**config.mk**
```make
export PLATFORM = sky130hd
export DESIGN_NAME = pythag_addon_flat
export DESIGN_NICKNAME = d
export VERILOG_FILES = /design/src/rtl/addon_pkg.sv /design/src/rtl/pythag_addon_if.sv /design/src/rtl/pythag_addon_isqrt_seq.sv /design/src/rtl/pythag_addon.sv /design/src/flat_wrapper.sv
export SDC_FILE = /design/constraint.sdc
export NUM_CORES = 1
export LEC_CHECK = 0
export ABC_AREA = 1
export CORE_MARGIN = 3
export CORE_UTILIZATION = 25
export CTS_CLUSTER_DIAMETER = 120
export DETAILED_ROUTE_END_ITERATION = 7
export DONT_BUFFER_PORTS = 1
export PLACE_DENSITY = 0.39
export RECOVER_POWER = 50
export SETUP_SLACK_MARGIN = 0.05
export SLEW_MARGIN = 20
export SYNTH_ARGS = -nofsm -noshare
export SYNTH_HDL_FRONTEND = slang
export SYNTH_SLANG_ARGS = --single-unit
```
**constraint.sdc**
```tcl
create_clock -name clk -period 5.65 [get_ports clk]
set_clock_uncertainty 0.2 [all_clocks]
set_input_delay 1.13 -clock clk [delete_from_list [all_inputs] [get_ports clk]]
set_output_delay 1.13 -clock clk [all_outputs]
set_load 0.01 [all_outputs]
```
**src/rtl/addon_pkg.sv**
```systemverilog
// Shared widths, FSM states and output saturation for the pythag_addon engine.
// Build option: define ADDON_ROUND_EN for round-to-nearest results.
package addon_pkg;

    localparam int DATA_W  = 8;
    localparam int SUM_W   = 17;
    localparam int ROOT_W  = 9;
    localparam int ITER    = 9;
    localparam int SAT_MAX = 255;
    localparam int REM_W   = ROOT_W + 1;
    localparam int CNT_W   = 4;

    typedef enum logic {
        IDLE,
        CALC
    } state_t;

    function automatic logic [DATA_W-1:0] sat(
        input logic [ROOT_W:0] v
    );
        if (v > (ROOT_W+1)'(SAT_MAX)) begin
            return DATA_W'(SAT_MAX);
        end
        return v[DATA_W-1:0];
    endfunction

endpackage

```
**src/rtl/pythag_addon_if.sv**
```systemverilog
// TinyTapeout-style pin bundle between the user slot and its driver.
// Build option ADDON_ROUND_EN does not affect this interface.
interface pythag_addon_if;
    import addon_pkg::*;

    logic              ena;
    logic [DATA_W-1:0] ui_in;
    logic [DATA_W-1:0] uio_in;
    logic [DATA_W-1:0] uo_out;
    logic [DATA_W-1:0] uio_out;
    logic [DATA_W-1:0] uio_oe;

    modport master (
        output ena,
        output ui_in,
        output uio_in,
        input  uo_out,
        input  uio_out,
        input  uio_oe
    );

    modport slave (
        input  ena,
        input  ui_in,
        input  uio_in,
        output uo_out,
        output uio_out,
        output uio_oe
    );

endinterface

```
**src/rtl/pythag_addon_isqrt_seq.sv**
```systemverilog
// Bit-serial digit-by-digit square root, 17-bit radicand to 9-bit root.
// root/rem/done show this cycle's step result so the caller can register it.
module isqrt_seq
    import addon_pkg::*;
(
    input  logic              clk,
    input  logic              rst,
    input  logic              load,
    input  logic [SUM_W-1:0]  radicand,
    output logic [ROOT_W-1:0] root,
    output logic [REM_W-1:0]  rem,
    output logic              done
);

    logic [SUM_W:0]      s_q;
    logic [ROOT_W-1:0]   root_q;
    logic [REM_W-1:0]    rem_q;
    logic [CNT_W-1:0]    cnt_q;
    logic                act_q;

    logic [REM_W+1:0]    acc;
    logic [REM_W+1:0]    trial;
    logic [REM_W-1:0]    diff;
    logic                ge;

    // Bring down the next bit pair and test root*4+1 against it.
    assign acc   = {rem_q, s_q[SUM_W:SUM_W-1]};
    assign trial = {1'b0, root_q, 2'b01};
    assign ge    = acc >= trial;
    assign diff  = acc[REM_W-1:0] - trial[REM_W-1:0];

    assign root = {root_q[ROOT_W-2:0], ge};
    assign rem  = ge ? diff : acc[REM_W-1:0];
    assign done = act_q && (cnt_q == '0);

    always_ff @(posedge clk or posedge rst) begin
        if (rst) begin
            s_q    <= '0;
            root_q <= '0;
            rem_q  <= '0;
            cnt_q  <= '0;
            act_q  <= 1'b0;
        end else if (load) begin
            s_q    <= {1'b0, radicand};
            root_q <= '0;
            rem_q  <= '0;
            cnt_q  <= CNT_W'(ITER - 1);
            act_q  <= 1'b1;
        end else if (act_q) begin
            s_q    <= s_q << 2;
            root_q <= root;
            rem_q  <= rem;
            cnt_q  <= cnt_q - 1'b1;
            if (cnt_q == '0) begin
                act_q <= 1'b0;
            end
        end
    end

endmodule

```
**src/rtl/pythag_addon.sv**
```systemverilog
// Sequential floor(sqrt(X^2+Y^2)) engine for the TinyTapeout user slot.
// Define ADDON_ROUND_EN to round the result to nearest instead of floor.
module pythag_addon
    import addon_pkg::*;
(
    input logic           clk,
    input logic           rst,
    pythag_addon_if.slave bus
);

    state_t              state_q;
    state_t              state_d;
    logic                rst_q;
    logic                load;
    logic                out_we;
    logic [DATA_W-1:0]   uo_q;
    logic [DATA_W-1:0]   res;

    logic [SUM_W-1:0]    x_ext;
    logic [SUM_W-1:0]    y_ext;
    logic [SUM_W-1:0]    sum;

    logic [ROOT_W-1:0]   root;
    logic [REM_W-1:0]    rem;
    logic                done;

    assign x_ext = SUM_W'(bus.ui_in);
    assign y_ext = SUM_W'(bus.uio_in);
    assign sum   = x_ext * x_ext + y_ext * y_ext;

    isqrt_seq u_isqrt (
        .clk      (clk),
        .rst      (rst),
        .load     (load),
        .radicand (sum),
        .root     (root),
        .rem      (rem),
        .done     (done)
    );

`ifdef ADDON_ROUND_EN
    logic [ROOT_W:0] root_r;

    // Remainder above root means sqrt(S) >= root + 0.5.
    assign root_r = (rem > REM_W'(root))
                  ? {1'b0, root} + (ROOT_W+1)'(1)
                  : {1'b0, root};
    assign res = sat(root_r);
`else
    logic rem_unused;

    assign rem_unused = ^rem;
    assign res = sat({1'b0, root});
`endif

    // Holds off a start on the first edge after reset release.
    always_ff @(posedge clk or posedge rst) begin
        if (rst) begin
            rst_q <= 1'b1;
        end else begin
            rst_q <= 1'b0;
        end
    end

    always_ff @(posedge clk or posedge rst) begin
        if (rst) begin
            state_q <= IDLE;
        end else begin
            state_q <= state_d;
        end
    end

    always_comb begin
        state_d = state_q;
        load    = 1'b0;
        out_we  = 1'b0;
        unique case (state_q)
            IDLE: begin
                if (bus.ena && !rst_q) begin
                    load    = 1'b1;
                    state_d = CALC;
                end
            end
            CALC: begin
                if (done) begin
                    out_we  = 1'b1;
                    state_d = IDLE;
                end
            end
            default: state_d = IDLE;
        endcase
    end

    always_ff @(posedge clk or posedge rst) begin
        if (rst) begin
            uo_q <= '0;
        end else if (out_we) begin
            uo_q <= res;
        end
    end

    assign bus.uo_out  = uo_q;
    assign bus.uio_out = '0;
    assign bus.uio_oe  = '0;

endmodule

```
**src/flat_wrapper.sv**
```systemverilog
// flat-port wrapper written by rule: the top's interface ports become plain ports
module pythag_addon_flat import addon_pkg::*;
  (clk, rst, bus_ena, bus_ui_in, bus_uio_in, bus_uo_out, bus_uio_out, bus_uio_oe);
  pythag_addon_if bus_i ();
  input logic clk;
  input logic rst;
  input wire logic [$bits(bus_i.ena)-1:0] bus_ena;
  input wire logic [$bits(bus_i.ui_in)-1:0] bus_ui_in;
  input wire logic [$bits(bus_i.uio_in)-1:0] bus_uio_in;
  output wire logic [$bits(bus_i.uo_out)-1:0] bus_uo_out;
  output wire logic [$bits(bus_i.uio_out)-1:0] bus_uio_out;
  output wire logic [$bits(bus_i.uio_oe)-1:0] bus_uio_oe;
  assign bus_i.ena = bus_ena;
  assign bus_i.ui_in = bus_ui_in;
  assign bus_i.uio_in = bus_uio_in;
  assign bus_uo_out = bus_i.uo_out;
  assign bus_uio_out = bus_i.uio_out;
  assign bus_uio_oe = bus_i.uio_oe;
  pythag_addon u_core (.clk(clk), .rst(rst), .bus(bus_i));
endmodule
```
==> results of run 1 <==
[through the flow]
stage / instance area (µm²) / util
final: 8420 / 0.301
after CTS: 8120 / 0.290
after global placement: 7980 / 0.285
after floorplan: 7390 / -
after global routing: 8420 / 0.301
after detailed placement: 7980 / 0.285
[state kept, by name, summed over array words and instances, names as in the netlist]
register,count
u_core.u_isqrt.s_q,18
u_core.u_isqrt.root_q,9
u_core.u_isqrt.act_q,1
u_core.state_q,1
u_core.u_isqrt.cnt_q,4
u_core.bus.uo_out,8
u_core.rst_q,1
u_core.u_isqrt.rem_q,10
[what timing repair did]
action,in CTS,in global routing
endpoints found under the setup margin,0,6
hold endpoints to repair,0,0
gates resized for setup,0,77
setup buffers,0,4
[area by class of cell]
| class | instances | area [µm²] |
|---|---|---|
| repair buffers | 55 | 422 |
| well taps | 378 | 473 |
| flip-flops and latches | 52 | 1300 |
| clock buffers | 6 | 129 |
| inverters | 228 | 856 |
| fillers | 3119 | 19600 |
| clock inverters | 2 | 16.3 |
| multi-input cells | 696 | 5220 |
[synthesized netlist by cell type]
cell type | count | area (µm²)
nand2_1 | 236 | 886
inv_1 | 228 | 856
ha_1 | 87 | 1090
nand3_1 | 59 | 295
nor2_1 | 53 | 199
dfrtp_1 | 51 | 1280
fa_1 | 49 | 981
a21oi_1 | 36 | 180
o21ai_0 | 24 | 120
nand4_1 | 21 | 131
xor2_1 | 20 | 175
o22ai_1 | 17 | 106
buf_4 | 16 | 120
clkbuf_1 | 16 | 60.1
xnor2_1 | 16 | 140
nand2_2 | 10 | 62.6
a22oi_1 | 7 | 52.6
nor3_1 | 7 | 35.0
buf_2 | 6 | 30.0
nand3b_1 | 5 | 37.5
o21bai_1 | 5 | 37.5
or2_2 | 5 | 31.3
o221ai_1 | 4 | 35.0
a21boi_0 | 3 | 22.5
nand3_2 | 2 | 20.0
nand3_4 | 2 | 35.0
o211ai_1 | 2 | 15.0
a21o_1 | 1 | 7.51
a21oi_2 | 1 | 8.76
and2_1 | 1 | 6.26
and3_1 | 1 | 6.26
buf_12 | 1 | 20.0
conb_1 | 1 | 3.75
dfstp_2 | 1 | 26.3
nand2_4 | 1 | 11.3
nand4_4 | 1 | 21.3
nor2_4 | 1 | 11.3
nor2_8 | 1 | 20.0
nor3b_1 | 1 | 7.51
[how the worst min path moves through the flow]
stage,slack (ns),depth (start not counted),from,end
2_1_floorplan,0.25,2,u_core.u_isqrt.rem_q[8],u_core.u_isqrt.rem_q[8]
3_3_place_gp,0.29,2,u_core.u_isqrt.rem_q[8],u_core.u_isqrt.rem_q[8]
3_5_place_dp,0.27,2,u_core.u_isqrt.rem_q[8],u_core.u_isqrt.rem_q[8]
4_1_cts,0.29,2,u_core.u_isqrt.rem_q[8],u_core.u_isqrt.rem_q[8]
5_1_grt,0.32,2,u_core.u_isqrt.s_q[3],u_core.u_isqrt.s_q[3]
6_report,0.30,2,u_core.u_isqrt.rem_q[8],u_core.u_isqrt.rem_q[8]
[cell families (layout without fill, tap and decap cells)]
group,count (synthesis),after routing,synth area share
simple gates,407,407,0.253
buf+inv,267,291,0.151
fa+ha+maj,136,136,0.288
compound gates,100,100,0.0816
flops,52,52,0.181
xor+xnor,36,36,0.0439
other cells,1,17,0.000522
[tightest hold or removal path, delay by kind of cell, from the launching register on]
kind	cells	cell delay (ns)
flops	1	0.36
simple gates	2	0.11
[routing by layer]
layer / track usage / share of wire
met4: 0.0188 / 0.0065
met2: 0.221 / 0.51
met1: 0.159 / 0.47
met5: 0 / 0
met3: 0.00994 / 0.014
==> results.py, run 1 <==
metrics = {
    "route": {
        "drt_first_pass_iters": 4,
        "ant_nets": 0,
        "post_drt_wl_per_cell_um": 12.6,
        "wl_um": 17900,
        "vias_per_cell": 4.24,
        "drc_errors": 0,
        "first_iter_violations": 276,
        "num_vias": 6011,
    },
    "global_routing": {
        "antenna_found_initial": 0,
        "grt_max_degree": 44,
        "grt_pass1_wl_um": 31300,
        "grt_pass1_vias": 6255,
        "grt_use_total": 0.121,
        "grt_overflow": 0,
    },
    "clock_network": {
        "cts_buffers": 5,
        "cts-root-buf": "clkbuf_16",
        "clk_latency_ns": 0.30,
        "cts_tree": "built",
        "h-tree-depth": 2,
        "ctsHoldBuffers": 0,
        "clk_path_buf_depth": 2,
        "path_clk_slew_ns": 0.07,
        "clock-sinks": 52,
    },
    "setup_path": {
        "max_stage_delay_ns": 0.55,
        "cp.required_ns": 5.64,
        "timing.rr.start": "u_core.rst_q",
        "crit_path_end": "u_core.u_isqrt.s_q[15]",
        "path_cells": "nand2_1 -> fa_1 -> inv_2 -> fa_1 -> fa_1 -> inv_1 -> fa_1 -> inv_2 -> ha_4 -> nand2_2 -> nor2_2 -> nand3_1 -> nand4_1 -> xor2_2 -> ha_4 -> buf_4 -> a21oi_1 -> nand2_1 -> a21oi_2 -> nand3_1 -> nand3_2 -> nand2_1",
        "critical-path-slowest-cell": "fa_1",
        "critPathTopFamily": "adder cells",
        "path_depth": 22,
        "rrSetupSlack_ns": 2.94,
        "endpoint_kind": "flip-flop",
        "worstSetupStartpoint": "bus_uio_in[4]",
        "cp_num_buf_inv": 4,
        "cp_data_arrival_time_ns": 5.37,
        "critPathLaunchType": "input port",
        "cp_max_fo": 8,
        "crit_path_frequent_cell": "fa_1",
        "crit_type": "input port to flip-flop",
        "r2r-end": "u_core.u_isqrt.rem_q[9]",
        "worst-r2r-cell-count": 8,
    },
    "cells_and_area": {
        "final_cells": 1417,
        "final_cell_mix": "227 x nand2_1, 219 x inv_1, 76 x ha_1",
        "fin_nets": 1193,
        "syn_to_final_growth_pct": 17.3,
        "layout_commonest_cell": "nand2_1",
        "drive_gt1_frac": 0.143,
        "antenna_cells": 0,
    },
    "synth": {
        "avgSynthCellArea_um2": 7.19,
        "ys_types": 39,
        "ys_seq_area_frac": 0.181,
        "synth-seq-cells": 52,
        "synth_cells": 999,
        "yosysWarnings": 0,
        "syn_area_um2": 7180,
    },
    "floorplan": {
        "pin_count": 43,
        "initial_utilization": 0.256,
        "die-area_um2": 30800,
        "die_y_um": 175,
        "coreArea_um2": 28000,
        "placementRows": 61,
        "die_x_um": 175,
    },
    "sta": {
        "maxSlewViolCount": 44,
        "period_needed_ns": 5.38,
        "rsz0062_at_grt": "false",
        "max_freq_ghz": 0.186,
        "setup_slack_ns": 0.265,
        "tightestPinTransition_ns": 2.42,
        "fin_setup_tns_ns": 0,
        "timing.hold.ws_ns": 0.298,
        "finalHoldViolCount": 0,
        "maxSlewHeadroom": -0.615,
        "setup_viol": 0,
        "timing.final.crit_share": 0.953,
    },
    "status": {
        "violations": "capacitance limit, slew limit",
        "outcome": "finished with violations",
    },
    "run": {
        "max_cap_viol_count": 1,
    },
    "place": {
        "portBuffers": 0,
        "dpl_worst_slack_ns": -0.234,
        "placed_cells": 1405,
        "gp_congestion": 0.777,
        "dpl.hpwl_um": 14700,
    },
    "hold_path": {
        "min_path_type": "flip-flop to flip-flop",
    },
}
Power of run 1 is not shown: default switching activity piles up to over one toggle a cycle in this logic, so the estimate is an artifact.
==> inputs of run 2 (changes only) <==
Clock period 5.65 ns to 5 ns, I/O delays scaled along.
==> run 2 against run 1 <==
  * The run ends with capacitance limit, slew limit, setup timing left
  * Largest cell class unchanged
  * Highest routed layer unchanged
  * Utilization grew 3.0 points
  * Setup slack lost 0.38 ns
  * Critical endpoint is now u_core.u_isqrt.s_q[14]
  * First-iteration DRC count shrank 2.2%
  * Via count grew 3.1%
==> results.py, run 2 (same netlist as run 1, synthesis figures left out) <==
metrics = {
    "setup_path": {
        "rrSetupSlack_ns": 2.57,
        "endpoint_kind": "flip-flop",
        "critPathLaunchType": "input port",
        "worst-r2r-cell-count": 6,
        "timing.rr.start": "u_core.u_isqrt.cnt_q[0]",
        "cp_data_arrival_time_ns": 5.10,
        "r2r-end": "u_core.bus.uo_out[2]",
        "cp_max_fo": 8,
        "crit_type": "input port to flip-flop",
        "cp.required_ns": 4.99,
    },
    "hold_path": {
        "hold_path_end": "u_core.u_isqrt.rem_q[8]",
        "min_from": "u_core.u_isqrt.rem_q[8]",
        "whs_path_depth": 2,
        "min_path_type": "flip-flop to flip-flop",
    },
    "cells_and_area": {
        "final_cell_mix": "211 x inv_1, 206 x nand2_1, 93 x buf_4",
        "largestRegisters": "u_core.u_isqrt.s_q x18, u_core.u_isqrt.rem_q x10, u_core.u_isqrt.root_q x9",
        "largest_reg_flops": 18,
        "syn_to_final_growth_pct": 28.9,
        "drive_gt1_frac": 0.245,
        "top_register": "u_core.u_isqrt.s_q",
        "layout_commonest_cell": "inv_1",
        "final_cells": 1459,
        "antenna_cells": 0,
        "fin_nets": 1235,
    },
    "floorplan": {
        "die-area_um2": 30800,
        "placementRows": 61,
        "die_x_um": 175,
        "die_y_um": 175,
        "initial_utilization": 0.256,
        "coreArea_um2": 28000,
        "pin_count": 43,
    },
    "status": {
        "violations": "capacitance limit, slew limit, setup timing",
        "outcome": "finished with violations",
    },
    "place": {
        "dpl.hpwl_um": 15000,
        "gp_congestion": 0.769,
        "portBuffers": 0,
        "placed_cells": 1442,
    },
    "global_routing": {
        "grt_pass1_wl_um": 31100,
        "grt_max_degree": 45,
        "grt_pass1_vias": 6312,
        "grt_overflow": 0,
        "grt_use_total": 0.121,
        "antenna_found_initial": 0,
    },
    "clock_network": {
        "clk_latency_ns": 0.29,
        "clock-sinks": 52,
        "h-tree-depth": 2,
        "clk_path_buf_depth": 2,
        "path_clk_slew_ns": 0.07,
        "cts_tree": "built",
        "cts-root-buf": "clkbuf_16",
        "cts_buffers": 5,
        "ctsHoldBuffers": 0,
    },
    "sta": {
        "setup_slack_ns": -0.111,
        "timing.hold.ws_ns": 0.304,
        "finalHoldViolCount": 0,
        "setup_viol": 4,
        "maxSlewHeadroom": -0.642,
        "timing.final.crit_share": 1.02,
        "period_needed_ns": 5.11,
        "tightestPinTransition_ns": 2.46,
        "max_freq_ghz": 0.196,
        "maxSlewViolCount": 45,
        "rsz0062_at_grt": "true",
    },
    "route": {
        "wl_um": 18300,
        "ant_nets": 0,
        "num_vias": 6196,
        "vias_per_cell": 4.25,
        "drt_first_pass_iters": 4,
        "drc_errors": 0,
        "post_drt_wl_per_cell_um": 12.5,
        "first_iter_violations": 270,
    },
    "run": {
        "max_cap_viol_count": 1,
    },
}
[run 2: cell types whose count changed in the layout (fill, tap and decap cells not counted), moves of 9 or more]
cell	previous run	this run
ha_4	10	20
ha_1	76	67
nand2_2	15	30
buf_4	53	93
a21oi_1	25	13
nand2_1	227	206
[run 2: how the worst max path moves through the flow]
stage                                   to  cells past startpoint  slack, ns          start
floorplan           u_core.u_isqrt.s_q[15]                     25      -0.30  bus_uio_in[6]
global placement    u_core.u_isqrt.s_q[15]                     25      -0.57   bus_ui_in[2]
detailed placement  u_core.u_isqrt.s_q[14]                     24      -0.55   bus_ui_in[2]
CTS                 u_core.u_isqrt.s_q[15]                     23      -0.11  bus_uio_in[4]
global route        u_core.u_isqrt.s_q[15]                     23      -0.34  bus_uio_in[4]
finish              u_core.u_isqrt.s_q[14]                     23      -0.11   bus_ui_in[4]
[run 2: layout make-up]
cell class | count | area [µm²]
Multi-Input combinational cell | 696 | 5720
Timing Repair Buffer | 97 | 736
Clock inverter | 2 | 38.8
Sequential cell | 52 | 1300
Tap cell | 378 | 473
Fill cell | 3072 | 18800
Inverter | 228 | 858
Clock buffer | 6 | 129
[run 2: metal layers]
metal	global-route usage	wire length [µm]
met5	0	0
met4	0.0221	187
met3	0.00930	258
met2	0.214	8880
met1	0.164	8940
[run 2: critical path: stages]
cell and delay (ns):
nand2_2 0.04, fa_1 0.54, inv_2 0.05, fa_1 0.47
fa_1 0.49, inv_1 0.05, fa_1 0.49, inv_2 0.05
ha_4 0.30, nand2_2 0.09, nor2_2 0.10, nand3_1 0.09
nand3_1 0.10, xor2_1 0.16, inv_1 0.09, ha_4 0.27
inv_4 0.07, o21bai_1 0.09, buf_4 0.15, a21oi_4 0.13
nand4_1 0.12, nand3_1 0.11, nand2_1 0.06
[run 2: timing repair]
item,CTS,global route
gates resized for setup,67,66
buffers inserted,7,2
gates cloned,0,0
pin swaps,47,26
endpoints found under the setup margin,10,10
[run 2: stage by stage]
stage,worst slack (ns),util,instance area [µm²],TNS (ns)
5_1_grt,-0.343,0.330,9250,-1.64
6_report,-0.111,0.330,9250,-0.293
2_1_floorplan,-0.302,-,7550,-1.39
4_1_cts,-0.113,0.318,8900,-0.349
3_3_place_gp,-0.571,0.299,8370,-4.62
3_5_place_dp,-0.551,0.299,8370,-4.47
Power of run 2 is left out for the same reason.
==> inputs of run 3 (changes only) <==
Settings changed: CAP_MARGIN set to 20.
==> results of run 3 <==
The final DEF is identical to that of run 2; final timing and power are the same.
Power of run 3 is left out for the same reason.
